$ cat config.mk
export PLATFORM = sky130hd
export DESIGN_NAME = fetch_unit
export DESIGN_NICKNAME = d
export VERILOG_FILES = /design/src/rtl/fetch_unit.sv
export SDC_FILE = /design/constraint.sdc
export NUM_CORES = 1
export LEC_CHECK = 0
export BUFFER_PORTS_ARGS = -buffer_cell sky130_fd_sc_hd__buf_2
export CAP_MARGIN = 20
export CORE_MARGIN = 4
export CORE_UTILIZATION = 50
export DETAILED_ROUTE_END_ITERATION = 16
export PLACE_DENSITY = 0.73
export SLEW_MARGIN = 20
export SYNTH_ARGS = -nofsm -noshare
export SYNTH_HDL_FRONTEND = slang
export SYNTH_SLANG_ARGS = --single-unit
$ cat constraint.sdc
create_clock -name clk -period 3.4 [get_ports clk]
set_clock_uncertainty 0.2 [all_clocks]
set_input_delay 0 -clock clk [delete_from_list [all_inputs] [get_ports clk]]
set_output_delay 0 -clock clk [all_outputs]
set_load 0.05 [all_outputs]
$ cat src/rtl/fetch_unit.sv
// fetch_unit: PC-driven wait-stated instruction fetch with a small decode buffer and redirect flush.
module fetch_unit #(
  parameter logic [15:0] RESET_PC   = 16'h0000,
  parameter int          FIFO_DEPTH = 2
) (
  input  logic        clk,
  input  logic        rst,
  output logic [15:0] bus_addr_o,
  output logic        bus_re_o,
  input  logic        bus_needWait_i,
  input  logic [15:0] bus_data_i,
  output logic [15:0] instr_o,
  output logic [15:0] instr_pc_o,
  output logic        instr_valid_o,
  input  logic        instr_ready_i,
  input  logic        redirect_i,
  input  logic [15:0] redirect_addr_i
);
  localparam int AW = $clog2(FIFO_DEPTH);
  localparam logic [AW:0] FULL = (AW+1)'(FIFO_DEPTH);
  typedef enum logic [1:0] {IDLE, REQ, GAP} state_t;
  state_t        state_q, state_d;
  logic [15:0]   pc_q, pc_d;
  logic [15:0]   data_q [FIFO_DEPTH];
  logic [15:0]   data_d [FIFO_DEPTH];
  logic [15:0]   ipc_q [FIFO_DEPTH];
  logic [15:0]   ipc_d [FIFO_DEPTH];
  logic [AW-1:0] rd_q, rd_d, wr_q, wr_d;
  logic [AW:0]   count_q, count_d;
  logic          push, pop;
  assign bus_addr_o    = pc_q;
  assign bus_re_o      = state_q == REQ;
  assign instr_valid_o = count_q != '0;
  assign instr_o       = instr_valid_o ? data_q[rd_q] : '0;
  assign instr_pc_o    = instr_valid_o ? ipc_q[rd_q] : '0;
  // a redirect abandons both the completing read and any pop in the same cycle
  always_comb begin
    push = state_q == REQ && !bus_needWait_i && !redirect_i;
    pop = instr_valid_o && instr_ready_i && !redirect_i;
    data_d = data_q;
    ipc_d = ipc_q;
    if (push) begin
      data_d[wr_q] = bus_data_i;
      ipc_d[wr_q] = pc_q;
    end
    wr_d = redirect_i ? '0 : wr_q + AW'(push);
    rd_d = redirect_i ? '0 : rd_q + AW'(pop);
    count_d = redirect_i ? '0 : count_q + (AW+1)'(push) - (AW+1)'(pop);
    pc_d = redirect_i ? redirect_addr_i & 16'hFFFE : push ? pc_q + 16'd2 : pc_q;
    state_d = state_q;
    case (state_q)
      IDLE:    state_d = count_q < FULL ? REQ : IDLE;
      REQ:     state_d = bus_needWait_i ? REQ : GAP;
      GAP:     state_d = count_d < FULL ? REQ : IDLE;
      default: state_d = IDLE;
    endcase
    if (redirect_i) state_d = GAP;
  end
  always_ff @(posedge clk) begin
    data_q <= data_d;
    ipc_q <= ipc_d;
    if (rst) begin
      state_q <= IDLE;
      pc_q <= RESET_PC & 16'hFFFE;
      rd_q <= '0;
      wr_q <= '0;
      count_q <= '0;
    end else begin
      state_q <= state_d;
      pc_q <= pc_d;
      rd_q <= rd_d;
      wr_q <= wr_d;
      count_q <= count_d;
    end
  end
endmodule

==> impl_metrics.py, run 1 <==
metrics = {
    "place": {
        "place.detailed.hpwl_um": 4410,
        "gp_congestion": 0.766,
        "io_buffers": 83,
    },
    "worst_setup_path": {
        "startpoint_type": "flop",
        "cp_data_arrival_time_ns": 3.20,
        "path_class": "flop to flop",
        "r2r_slack_ns": 0.29,
        "r2r_cells": 10,
        "end_kind": "flop",
        "critical_path.max_fanout": 6,
        "cp.required_ns": 3.49,
    },
    "synthesis": {
        "netlist_area_mm2": 0.00359,
        "synth_edf_count": 62,
        "synth_top_area_share_pct": 51.9,
        "synth_area_leaders": "edfxtp_1 52%, dfxtp_1 12%, mux2i_1 9.8%",
        "ys.flop_type": "edfxtp_1",
        "synth-seq-cells": 83,
        "ys_types": 39,
        "synth.most_common_cell": "edfxtp_1",
        "synth_area_per_cell_um2": 12.9,
        "synth_seq_area_share_pct": 63.6,
        "netlist_top_cells_count": "62 x edfxtp_1, 41 x nor2_1, 35 x mux2i_1",
        "synth_top_cell_by_area": "edfxtp_1",
        "ys_warn_count": 0,
        "async_reset_ff_share_pct": 0,
        "synthCells": 279,
    },
    "cts": {
        "htree_levels": 3,
        "post-cts-setup-buffers": 0,
        "cts_resized": 0,
        "root_buffer": "clkbuf_8",
        "clock-sinks": 83,
        "cts-buffers-inserted": 9,
        "clk_latency_ns": 0.34,
        "cts_buffer_depth": 2,
        "cts_tree": "done",
        "clkTransAtPathRegs_ns": 0.09,
    },
    "routing": {
        "routedWlPerCell_um": 14.4,
        "drcViolationCount": 0,
        "drt-total-wl_um": 7370,
        "antenna_left": 0,
        "drt_iter0_markers": 82,
        "vias": 2589,
        "dr.pass1.iters": 4,
        "vias_per_cell": 5.07,
    },
    "grt": {
        "grtUsageTotal_pct": 17.8,
        "grt_first_pass_wirelength_um": 12100,
        "grt_max_degree": 33,
        "grt_pass1_vias": 2599,
        "grt-ovfl-total": 0,
        "antenna_found_initial": 0,
    },
    "sta": {
        "tightest_slew_ns": 1.03,
        "whs_ns": 0.183,
        "fmax_mhz": 321,
        "maxSlewHeadroom_pct": 31.2,
        "rsz0062_at_grt": "false",
        "post-route-period-util_pct": 91.5,
        "final-setup-viol-count": 0,
        "min_period_ns": 3.11,
        "fin_setup_tns_ns": 0,
        "finalHoldViolations": 0,
        "maxSlewViolCount": 0,
    },
    "floorplan": {
        "rows": 30,
        "dieArea_mm2": 0.00859,
        "die_h_um": 92.7,
        "initial_utilization_pct": 52.2,
        "design.core.area_mm2": 0.00687,
        "io_pins": 87,
        "die_x_um": 92.7,
    },
    "layout": {
        "drive_gt1_share_pct": 26.7,
        "fin_nets": 452,
        "antenna_cells": 0,
        "area_growth_pct": 34.0,
        "nFillCells": 483,
    },
    "pwr": {
        "powerDensity_mw_per_mm2": 452,
        "p_leak_nw": 1.97,
        "ir_worst_vdd_mv": 0.229,
    },
    "outcome": {
        "outcome": "completed",
    },
    "worst_hold_path": {
        "min_path_cells": 2,
        "hold_path.class": "primary input to flop",
    },
    "job": {
        "drv_cap": 0,
    },
}
==> metal layers <==
layer	global-route usage, %	vias to the layer above	part of all wire (%)
met2	30.0	80	49
met3	4.22	17	6.1
met4	6.84	0	1.6
met5	0	-	0
met1	22.1	1235	43
li1	-	1257	-
==> layout by cell type, fill, tap and decap left out, drive strengths merged, types with 6 or more instances in the layout <==
cell type and instances:
buf 88, edfxtp 62, dlygate4sd3 47, nor2 41, mux2i 35, dfxtp 21
inv 16, a21oi 11, o21a 10, clkbuf 10, xnor2 7, nand2 7
xor2 6, nor3 6
==> critical path, stage by stage (launching register included) <==
cell	delay, ns
dfxtp_1	0.41
nor3b_4	0.20
or2b_1	0.26
ha_1	0.27
inv_1	0.04
ha_1	0.18
xor2_1	0.24
mux2_2	0.37
o22a_1	0.19
nor3_1	0.13
dlygate4sd3_1	0.57
==> final timing paths <==
kind | start | to
max | state_q[0] | state_q[0]
min | bus_data_i[8] | data_q[24]
max reg2reg | state_q[0] | state_q[0]
min reg2reg | bus_addr_o[15] | ipc_q[31]
==> timing repair <==
| item | in CTS | in global routing |
|---|---|---|
| endpoints found under the setup margin | 0 | 0 |
| hold endpoints to repair | 53 | 0 |
| hold buffers | 47 | 0 |
==> registers in the layout, indices dropped and copies added (netlist names) <==
register,count
rd_q,1
ipc_q,30
bus_addr_o,15
wr_q,1
state_q,2
data_q,32
count_q,2
==> through the flow <==
stage               setup WS [ns]  area (um2)  util [%]  total power, mW  std cells
detailed placement          0.886        4090      59.6             1.33        448
floorplan                   0.757        3590         -             1.27        280
global route               0.0385        4810      70.0             2.25        511
CTS                         0.329        4810      70.0             2.19        511
global placement            0.930        4090      59.6             1.32        448
finish                      0.289        4810      70.0             2.17        511
==> logic make-up after synthesis <==
group,count (synthesis),share of synthesized area [%]
flops,83,63.6
simple gates,82,12.3
mux,37,10.4
buf+inv,32,3.70
compound gates,26,4.95
xor+xnor,13,3.18
fa+ha+maj,5,1.74
other cells,1,0.105
==> cell type report <==
type	instances	area, um2	area share (%)
Timing Repair Buffer	135	923	19.2
Tap cell	96	120	2.50
Clock inverter	6	114	2.37
Inverter	16	60.1	1.25
Sequential cell	83	2280	47.5
Clock buffer	10	128	2.66
Multi-Input combinational cell	165	1180	24.5
==> power by group <==
| group | internal (mW) | switching, mW |
|---|---|---|
| clock | 0.489 | 0.336 |
| sequential | 1.11 | 0.0287 |
| combinational | 0.0908 | 0.121 |
(Power assumes the default switching activity.)
==> run 2, diff against run 1 <==
--- a/config.mk
+++ b/config.mk
@@ -7,7 +7,7 @@
 export LEC_CHECK = 0
 export BUFFER_PORTS_ARGS = -buffer_cell sky130_fd_sc_hd__buf_2
 export CAP_MARGIN = 20
-export CORE_MARGIN = 4
+export CORE_MARGIN = 1.5
 export CORE_UTILIZATION = 50
 export DETAILED_ROUTE_END_ITERATION = 16
 export PLACE_DENSITY = 0.73
==> constraint.sdc (replaced) <==
create_clock -name clk -period 3.35 [get_ports clk]
set_clock_uncertainty 0.2 [all_clocks]
set_input_delay 0 -clock clk [delete_from_list [all_inputs] [get_ports clk]]
set_output_delay 0 -clock clk [all_outputs]
set_load 0.05 [all_outputs]
==> impl_metrics.py, run 2 (same netlist as run 1, synthesis figures left out) <==
metrics = {
    "pwr": {
        "ir_worst_vdd_mv": 0.222,
        "p_leak_nw": 1.97,
        "powerDensity_mw_per_mm2": 426,
        "power_mw": 2.04,
    },
    "grt": {
        "antenna_found_initial": 0,
        "grt_max_degree": 33,
        "grtUsageTotal_pct": 19.5,
        "grt_most_used_layer": "met2",
        "use_met1_pct": 23.0,
        "grt_first_pass_wirelength_um": 11300,
        "grt_pass1_vias": 2472,
        "met3_usage_pct": 5.47,
        "met2_usage_pct": 33.8,
        "grt-ovfl-total": 0,
    },
    "cts": {
        "htree_levels": 3,
        "root_buffer": "clkbuf_8",
        "cts-buffers-inserted": 9,
        "cts_buffer_depth": 2,
        "cts_tree": "done",
        "clkTransAtPathRegs_ns": 0.08,
        "clk_latency_ns": 0.33,
        "clock-sinks": 83,
        "cts_resized": 0,
    },
    "worst_setup_path": {
        "path_class": "flop to flop",
        "critical_path.max_fanout": 9,
        "cp.required_ns": 3.38,
        "startpoint_type": "flop",
        "end_kind": "flop",
        "cp_data_arrival_time_ns": 2.76,
    },
    "layout": {
        "nFillCells": 487,
        "multi_input_area_mm2": 0.00118,
        "largest_reg_flops": 32,
        "regArea_mm2": 0.00228,
        "antenna_cells": 0,
        "final_common_cell": "buf_2",
        "area_growth_pct": 33.8,
        "drive_gt1_share_pct": 26.0,
        "fin_nets": 457,
        "mostFrequentLayoutCells": "83 x buf_2, 62 x edfxtp_1, 52 x dlygate4sd3_1, 40 x nor2_1, 35 x mux2i_1",
        "top_register": "data_q",
    },
    "sta": {
        "finalHoldViolations": 0,
        "rsz0062_at_grt": "false",
        "fin_setup_tns_ns": 0,
        "min_period_ns": 2.73,
        "tightest_slew_ns": 1.02,
        "final-setup-viol-count": 0,
        "maxSlewHeadroom_pct": 32.1,
        "fmax_mhz": 366,
        "maxSlewViolCount": 0,
        "post-route-period-util_pct": 81.6,
    },
    "floorplan": {
        "initial_utilization_pct": 52.2,
        "dieArea_mm2": 0.00769,
        "die_h_um": 87.7,
        "die_x_um": 87.7,
        "rows": 30,
        "design.core.area_mm2": 0.00687,
        "io_pins": 87,
    },
    "job": {
        "drv_cap": 0,
    },
    "place": {
        "gp_congestion": 0.802,
        "io_buffers": 83,
        "place.detailed.hpwl_um": 4140,
    },
    "routing": {
        "drt_iter0_markers": 91,
        "drcViolationCount": 0,
        "dr.pass1.iters": 4,
        "drt-total-wl_um": 7160,
        "vias_per_cell": 5.02,
        "antenna_left": 0,
        "routedWlPerCell_um": 13.9,
        "vias": 2591,
    },
    "worst_hold_path": {
        "hold_path.class": "primary input to flop",
    },
    "outcome": {
        "outcome": "completed",
    },
}
run 2: changes by cell type in the layout (fill, tap and decap cells not counted):
cell           before  now
clkinv_2            0    1
clkinv_1            0    1
bufinv_16           3    1
clkinv_4            1    0
dlygate4sd3_1      47   52
clkbuf_1            1    2
run 2: worst paths after layout:
path,startpoint,end,slack (ns),cells past startpoint
setup / recovery,state_q[0],bus_addr_o[2],0.62,7
hold / removal,bus_data_i[4],data_q[20],0.19,2
setup reg to reg,state_q[0],bus_addr_o[2],0.62,7
hold reg to reg,bus_addr_o[9],ipc_q[25],0.35,0
run 2: cell type report:
cell class	instances	area share, %
clock buffer	11	2.74
clock inverter	5	1.12
inverter	16	1.25
multi-input combinational	165	24.5
sequential	83	47.6
tap	96	2.50
timing repair buffer	140	20.3
run 2: power by group:
group	switching [mW]	leakage, nW	internal (mW)
clock network	0.326	0.0870	0.341
logic	0.124	1.14	0.0979
registers	0.0287	0.742	1.13
total	0.479	1.97	1.56
run 2: layer usage:
layer	up-vias	routed length, um
met5	-	0
met4	0	108
met3	10	450
met2	99	3490
met1	1216	3110
li1	1266	-
run 2: through the flow:
step	std cells	hold WS [ns]	area (um2)	worst slack, ns	util, %
2_1_floorplan	280	-0.101	3590	0.707	-
4_1_cts	516	0.173	4800	0.624	69.9
5_1_grt	516	0.183	4800	0.497	69.9
3_3_place_gp	448	-0.0116	4090	0.880	59.6
3_5_place_dp	448	-0.00596	4090	0.813	59.6
6_report	516	0.186	4800	0.616	69.9
run 2: timing repair:
action | in CTS | in global routing
endpoints found under the hold margin | 53 | 0
setup endpoints to repair | 0 | 0
buffers inserted | 0 | 0
hold buffers | 52 | 0
run 2: worst max-delay path: stages (launching register included):
cell and delay, ns:
dfxtp_1 0.41, nor3b_4 0.21, buf_4 0.21, mux2_2 0.35
mux2i_1 0.11, dlygate4sd3_1 0.55, nor2_1 0.04, dlygate4sd3_1 0.55
